===== config.mk =====
export PLATFORM = sky130hd
export DESIGN_NAME = seg7_scan_controller
export DESIGN_NICKNAME = d
export VERILOG_FILES = /design/src/rtl/seg7_pkg.sv /design/src/rtl/hex_encoder.sv /design/src/rtl/seg7_scan_controller.sv
export SDC_FILE = /design/constraint.sdc
export NUM_CORES = 1
export LEC_CHECK = 0
export ABC_AREA = 0
export CAP_MARGIN = 20
export CELL_PAD_IN_SITES_DETAIL_PLACEMENT = 2
export CELL_PAD_IN_SITES_GLOBAL_PLACEMENT = 2
export CORE_MARGIN = 5
export CORE_UTILIZATION = 40
export CTS_BUF_LIST = sky130_fd_sc_hd__clkbuf_2 sky130_fd_sc_hd__clkbuf_4 sky130_fd_sc_hd__clkbuf_8
export DETAILED_ROUTE_END_ITERATION = 12
export GPL_TIMING_DRIVEN = 0
export PLACE_DENSITY_LB_ADDON = 0.1
export SYNTH_ARGS = -nofsm -noshare
export SYNTH_HDL_FRONTEND = slang
export SYNTH_HIERARCHICAL = 1
export SYNTH_SLANG_ARGS = --single-unit

===== constraint.sdc =====
create_clock -name clk -period 6.33 [get_ports clk]
set_input_delay 0.9495 -clock clk [delete_from_list [all_inputs] [get_ports clk]]
set_output_delay 0.9495 -clock clk [all_outputs]
set_load 0.03 [all_outputs]

===== src/rtl/seg7_pkg.sv =====
// seg7_pkg: shared constants and types for the 7-segment scan display path.
//   SEG_BLANK   : active-low segment pattern with every segment (and dp) off
//   DIGIT_BLANK : digit code that the encoder renders as a blank slot
//   bcd_t       : one 4-bit BCD digit as carried through the frame buffers
package seg7_pkg;

  localparam logic [7:0] SEG_BLANK   = 8'hFF;
  localparam logic [3:0] DIGIT_BLANK = 4'hF;

  typedef logic [3:0] bcd_t;

endpackage : seg7_pkg


===== src/rtl/hex_encoder.sv =====
// hex_encoder: combinational BCD to active-low 7-segment encoder.
//   digit : in  4  BCD digit, values 10..15 are rendered blank
//   seg   : out 8  active-low segments {dp,g,f,e,d,c,b,a}, dp always off
module hex_encoder
  import seg7_pkg::*;
(
  input  bcd_t       digit,
  output logic [7:0] seg
);

  // Segment lookup; anything outside 0..9 blanks the slot.
  always_comb begin
    seg = SEG_BLANK;
    case (digit)
      4'd0:    seg = 8'hC0;
      4'd1:    seg = 8'hF9;
      4'd2:    seg = 8'hA4;
      4'd3:    seg = 8'hB0;
      4'd4:    seg = 8'h99;
      4'd5:    seg = 8'h92;
      4'd6:    seg = 8'h82;
      4'd7:    seg = 8'hF8;
      4'd8:    seg = 8'h80;
      4'd9:    seg = 8'h90;
      default: seg = SEG_BLANK;
    endcase
  end

endmodule : hex_encoder


===== src/rtl/seg7_scan_controller.sv =====
// seg7_scan_controller: time-multiplexes NUM_DIGITS BCD digits onto one shared
// 7-segment driver with double-buffered frames and anti-ghost blanking.
//   clk        : in  1             system clock, rising edge
//   rst_n      : in  1             synchronous reset, active-low
//   en         : in  1             1 scan, 0 hold counters with anodes off
//   load_valid : in  1             capture digits_in into the shadow buffer
//   digits_in  : in  4*NUM_DIGITS  digit k at [4k+3:4k], digit 0 rightmost
//   blink      : in  1             blink request (only with SEG_BLINK_EN)
//   seg_out    : out 8             active-low segments {dp,g..a}, registered
//   digit_sel  : out NUM_DIGITS    active-low anodes, one-hot-low or all 1
//   frame_done : out 1             pulse the cycle after a frame completes
// Optional feature: define SEG_BLINK_EN to build the frame-based blink logic.
module seg7_scan_controller
  import seg7_pkg::*;
#(
  parameter int NUM_DIGITS   = 4,
  parameter int SCAN_DIV     = 50000,
  parameter int BLANK_CYCLES = 500,
  parameter int BLINK_DIV    = 64
) (
  input  logic                    clk,
  input  logic                    rst_n,
  input  logic                    en,
  input  logic                    load_valid,
  input  logic [4*NUM_DIGITS-1:0] digits_in,
  input  logic                    blink,
  output logic [7:0]              seg_out,
  output logic [NUM_DIGITS-1:0]   digit_sel,
  output logic                    frame_done
);

  localparam int IW = $clog2(NUM_DIGITS);
  localparam int SW = $clog2(SCAN_DIV);
  localparam logic [IW-1:0] IDX_LAST  = IW'(NUM_DIGITS - 1);
  localparam logic [SW-1:0] SLOT_LAST = SW'(SCAN_DIV - 1);
  localparam logic [SW-1:0] BLANK_LIM = SW'(BLANK_CYCLES);
  localparam logic [NUM_DIGITS-1:0] SEL_OFF = {NUM_DIGITS{1'b1}};

  logic [IW-1:0]               idx_q, idx_d;
  logic [SW-1:0]               slot_cnt_q, slot_cnt_d;
  bcd_t [NUM_DIGITS-1:0]       shadow_q, shadow_d;
  bcd_t [NUM_DIGITS-1:0]       active_q, active_d;
  logic [7:0]                  seg_out_q, seg_out_d;
  logic [NUM_DIGITS-1:0]       digit_sel_q, digit_sel_d;
  logic                        frame_done_q, frame_done_d;

  logic                        frame_bound_s;
  logic                        blink_blank_s;
  bcd_t                        cur_digit_s;
  logic [7:0]                  enc_seg_s;

  assign frame_bound_s = en && (idx_q == IDX_LAST) && (slot_cnt_q == SLOT_LAST);
  assign cur_digit_s   = active_q[idx_q];

  hex_encoder u_hex_encoder (
    .digit (cur_digit_s),
    .seg   (enc_seg_s)
  );

`ifdef SEG_BLINK_EN
  localparam int BW = (BLINK_DIV > 1) ? $clog2(BLINK_DIV) : 1;
  localparam logic [BW-1:0] BLINK_LAST = BW'(BLINK_DIV - 1);

  logic [BW-1:0] blink_cnt_q, blink_cnt_d;
  logic          phase_q, phase_d;

  // Blink phase: counts frame boundaries while blinking, idles cleared otherwise.
  always_comb begin
    blink_cnt_d = blink_cnt_q;
    phase_d     = phase_q;
    if (!blink) begin
      blink_cnt_d = BW'(0);
      phase_d     = 1'b0;
    end else if (frame_bound_s) begin
      if (blink_cnt_q == BLINK_LAST) begin
        blink_cnt_d = BW'(0);
        phase_d     = ~phase_q;
      end else begin
        blink_cnt_d = blink_cnt_q + BW'(1);
      end
    end else begin
      blink_cnt_d = blink_cnt_q;
    end
  end

  assign blink_blank_s = blink && phase_q;
`else
  logic unused_blink_s;
  assign unused_blink_s = blink;
  assign blink_blank_s  = 1'b0;
`endif

  // Next-state: scan counters, frame buffers and the registered pin values.
  always_comb begin
    idx_d        = idx_q;
    slot_cnt_d   = slot_cnt_q;
    shadow_d     = shadow_q;
    active_d     = active_q;
    frame_done_d = frame_bound_s;
    seg_out_d    = SEG_BLANK;
    digit_sel_d  = SEL_OFF;

    if (en) begin
      if (slot_cnt_q == SLOT_LAST) begin
        slot_cnt_d = SW'(0);
        if (idx_q == IDX_LAST) begin
          idx_d = IW'(0);
        end else begin
          idx_d = idx_q + IW'(1);
        end
      end else begin
        slot_cnt_d = slot_cnt_q + SW'(1);
      end
    end else begin
      slot_cnt_d = slot_cnt_q;
    end

    if (load_valid) begin
      shadow_d = digits_in;
    end else begin
      shadow_d = shadow_q;
    end

    // shadow_d already carries a same-cycle load, which gives the bypass.
    if (frame_bound_s) begin
      active_d = shadow_d;
    end else begin
      active_d = active_q;
    end

    // Anodes stay off at slot start so the previous digit cannot ghost.
    if (!en || (slot_cnt_q < BLANK_LIM) || blink_blank_s) begin
      seg_out_d   = SEG_BLANK;
      digit_sel_d = SEL_OFF;
    end else begin
      seg_out_d   = enc_seg_s;
      digit_sel_d = ~(NUM_DIGITS'(1) << idx_q);
    end
  end

  // State and output registers with synchronous active-low reset.
  always_ff @(posedge clk) begin
    if (!rst_n) begin
      idx_q        <= IW'(0);
      slot_cnt_q   <= SW'(0);
      shadow_q     <= {NUM_DIGITS{DIGIT_BLANK}};
      active_q     <= {NUM_DIGITS{DIGIT_BLANK}};
      seg_out_q    <= SEG_BLANK;
      digit_sel_q  <= SEL_OFF;
      frame_done_q <= 1'b0;
`ifdef SEG_BLINK_EN
      blink_cnt_q  <= BW'(0);
      phase_q      <= 1'b0;
`endif
    end else begin
      idx_q        <= idx_d;
      slot_cnt_q   <= slot_cnt_d;
      shadow_q     <= shadow_d;
      active_q     <= active_d;
      seg_out_q    <= seg_out_d;
      digit_sel_q  <= digit_sel_d;
      frame_done_q <= frame_done_d;
`ifdef SEG_BLINK_EN
      blink_cnt_q  <= blink_cnt_d;
      phase_q      <= phase_d;
`endif
    end
  end

  assign seg_out    = seg_out_q;
  assign digit_sel  = digit_sel_q;
  assign frame_done = frame_done_q;

endmodule : seg7_scan_controller


==> summary.txt <==
Global route
  – Vias in the first global route: 2322
  – Overall Global Routing Usage: 0.177
  – First-pass GRT wire length: 11.9 mm
  – Largest net degree at the start of global routing: 12
  – GRT overflow: 0
  – Initial antenna violation count: 0

Run
  – Max Cap Violations: 0

Logic synthesis
  – Post-synth cell types: 40
  – Synth area leaders: dfxtp_1, mux2i_1, nand2b_1, mux2_4, ha_1
  – Top FF cell, synth: dfxtp_1
  – Post-synth EDFFs: 0
  – Net count of the mapped netlist: 308
  – Synthesized area: 0.00283 sq mm
  – FFs w/ async S/R, synth: 0
  – Area leader, netlist: dfxtp_1
  – Synth top area share: 0.446
  – Synth Instances: 277
  – Synth Register Bits: 63
  – Post-synthesis sequential area ratio: 0.446
  – YS warnings: 6
  – Mapped Avg Cell Area: 10.2 sq um

Place
  – Post-Place Setup Slack: 3.36 ns
  – DP HPWL: 5.10 mm
  – Gpl congestion: 0.760
  – PortBufs: 29

Drt
  – DR DRC count: 0
  – WL/cell: 16.8 um
  – Antenna viol nets, final: 0
  – First-iteration detailed-routing DRC count: 36
  – Total Wirelength: 7.02 mm
  – DRT Pass-1 Iters: 4
  – Via/cell ratio: 4.96
  – Routed vias: 2067

Floorplan
  – Die Wd: 94.1 um
  – Area of the die: 0.00885 sq mm
  – Starting density of the core: 0.414
  – Row Count: 30
  – DIE HEIGHT: 94.1 um
  – Core Area: 0.00683 sq mm
  – I/O pin count: 34

CTS
  – H-Tree Depth: 3
  – Cts repair resizes: 0
  – Reg clk slew, reported paths: 0.08 ns
  – Root buf cell: clkbuf_8
  – TritonCTS clock tree: built
  – CTS Buffer Depth: 2
  – Cts hold-fix bufs: 0
  – Clock sinks: 63
  – CTS Buf Count: 9
  – Clock insertion delay at the later pin of the skew report: 0.34 ns
  – Post-CTS setup buffer count: 0

Setup path
  – Required time of the critical path: 6.56 ns
  – CP Launch Point: en
  – CP startpoint kind: input port
  – Critical path type: input port to register
  – Reg2reg start: idx_q[0]$_SDFFE_PN0P_
  – Crit Path Max Fanout: 10
  – Worst setup path endpoint: active_q[0]$_SDFFE_PN1P_
  – Reg2reg setup slack: 3.87 ns
  – WP data arrival: 2.89 ns
  – Worst reg2reg endpoint: seg_out[1]$_SDFF_PP1_
  – Reg2reg path depth: 7
  – Critical path endpoint category: register

STA
  – RSZ-0062 raised after global routing: false
  – WHS: 0.478 ns
  – Final setup margin: 3.67 ns
  – Finish-stage setup viols: 0
  – Crit share post-route: 0.420
  – Peak Freq: 376 MHz
  – Setup Skew: 0.00971 ns
  – Worst-margin pin slew: 0.757 ns
  – Max_slew headroom: 0.496
  – Min Tclk post-route: 2.66 ns
  – Max-slew violation count: 0
  – Setup_tns: 0 ns
  – Final hold vios: 0

Cells and area
  – Layout cells sized above 1: 0.143
  – Layout Nets: 348
  – Antenna cells: 0
  – Multi-input gate area: 0.00144 sq mm
  – Layout area overhead: 22.1%
  – # fillers: 721
  – Post-layout util: 0.506
  – Register area: 0.00126 sq mm

Run status
  – Status: complete, no violations

Pwr
  – Pwr Density: 240 mW/mm^2
  – Leakage: 1.27 nW
  – Design Power: 830 uW
  – Maximum vdd drop: 0.132 mV

Min path
  – Hold WC Path Type: register to register
==> final cells by class <==
cell class | count | share of cell area
Buffer | 17 | 0.0297
Clock buffer | 10 | 0.0380
Clock inverter | 5 | 0.0243
Inverter | 8 | 0.00869
Multi-Input combinational cell | 189 | 0.415
Sequential cell | 63 | 0.365
Tap cell | 96 | 0.0348
Timing Repair Buffer | 29 | 0.0840
==> layout by cell type, fill, tap and decap left out, types with 4 or more instances in the layout <==
cell type | netlist | final
clkbuf_8 | 0 | 9
mux2_4 | 10 | 10
mux4_2 | 4 | 4
nand4_1 | 5 | 5
a21oi_1 | 5 | 5
ha_1 | 10 | 10
dfxtp_1 | 63 | 63
nand2_1 | 25 | 25
mux2i_1 | 19 | 19
nand2b_1 | 29 | 29
nor4_1 | 7 | 7
mux2_2 | 6 | 6
inv_1 | 8 | 8
nand3_1 | 7 | 7
nor2_1 | 20 | 20
xnor2_1 | 10 | 10
o21ai_0 | 7 | 7
clkdlybuf4s50_1 | 0 | 29
clkbuf_1 | 10 | 10
==> registers in the layout, indices dropped and copies added (netlist names) <==
name	cells
digit_sel	4
seg_out	8
active_q	16
shadow_q	16
idx_q	2
frame_done	1
slot_cnt_q	16
==> routing by layer <==
layer,GRT usage,share of wire,vias to the layer above
li1,-,-,1013
met1,0.200,0.43,1009
met2,0.321,0.52,37
met3,0.0505,0.037,8
met4,0.0505,0.013,0
met5,0,0,-
==> power breakdown <==
part | switching (mW) | internal [mW] | total (mW)
Clock | 0.162 | 0.225 | 0.386
Combinational | 0.0183 | 0.0189 | 0.0372
Sequential | 0.00334 | 0.404 | 0.407
==> worst max-delay path, cell delays in order <==
cell and delay [ns]:
clkbuf_1 0.27, nand4_1 0.37, nor4_4 0.49, and2_1 0.21, buf_6 0.14, buf_12 0.16
mux2_4 0.30
==> kinds of logic (layout without fill, tap and decap cells) <==
logic type | after synthesis | in the layout | share of synthesized area
other | 1 | 1 | 0.00133
buffers and inverters | 25 | 69 | 0.0469
xor gates and xnor gates | 13 | 13 | 0.0402
DFF | 63 | 63 | 0.446
and+or+nand+nor | 110 | 110 | 0.214
AOI/OAI and AO/OA | 16 | 16 | 0.0318
adders and majority gates | 10 | 10 | 0.0442
muxes | 39 | 39 | 0.176
==> how the worst min path moves through the flow <==
| stage | cells past startpoint | from | slack (ns) | to |
|---|---|---|---|---|
| CTS | 2 | shadow_q[12]$_SDFF_PN1_ | 0.48 | shadow_q[12]$_SDFF_PN1_ |
| floorplan | 2 | shadow_q[10]$_SDFF_PN1_ | 0.43 | shadow_q[10]$_SDFF_PN1_ |
| global placement | 2 | shadow_q[11]$_SDFF_PN1_ | 0.46 | shadow_q[11]$_SDFF_PN1_ |
| finish | 2 | shadow_q[12]$_SDFF_PN1_ | 0.48 | shadow_q[12]$_SDFF_PN1_ |
| detailed placement | 2 | shadow_q[12]$_SDFF_PN1_ | 0.46 | shadow_q[12]$_SDFF_PN1_ |
| global route | 2 | shadow_q[12]$_SDFF_PN1_ | 0.51 | shadow_q[12]$_SDFF_PN1_ |
==> synthesized netlist by cell type (all sizes together) (3+ instances only) <==
cell type,instances
and3,3
nor4,8
xor2,3
nand2,25
buf,6
inv,8
dfxtp,63
xnor2,10
mux2,16
mux2i,19
nand3,7
nand2b,29
mux4,4
a21oi,6
and4,3
o21ai,7
nand4,5
nor2,20
ha,10
clkbuf,11
==> through the flow <==
stage	cells	area, sq um
6_report	417	3450
5_1_grt	417	3450
4_1_cts	417	3450
3_5_place_dp	402	3240
3_3_place_gp	402	3240
2_1_floorplan	277	2830
(Power assumes the default switching activity.)
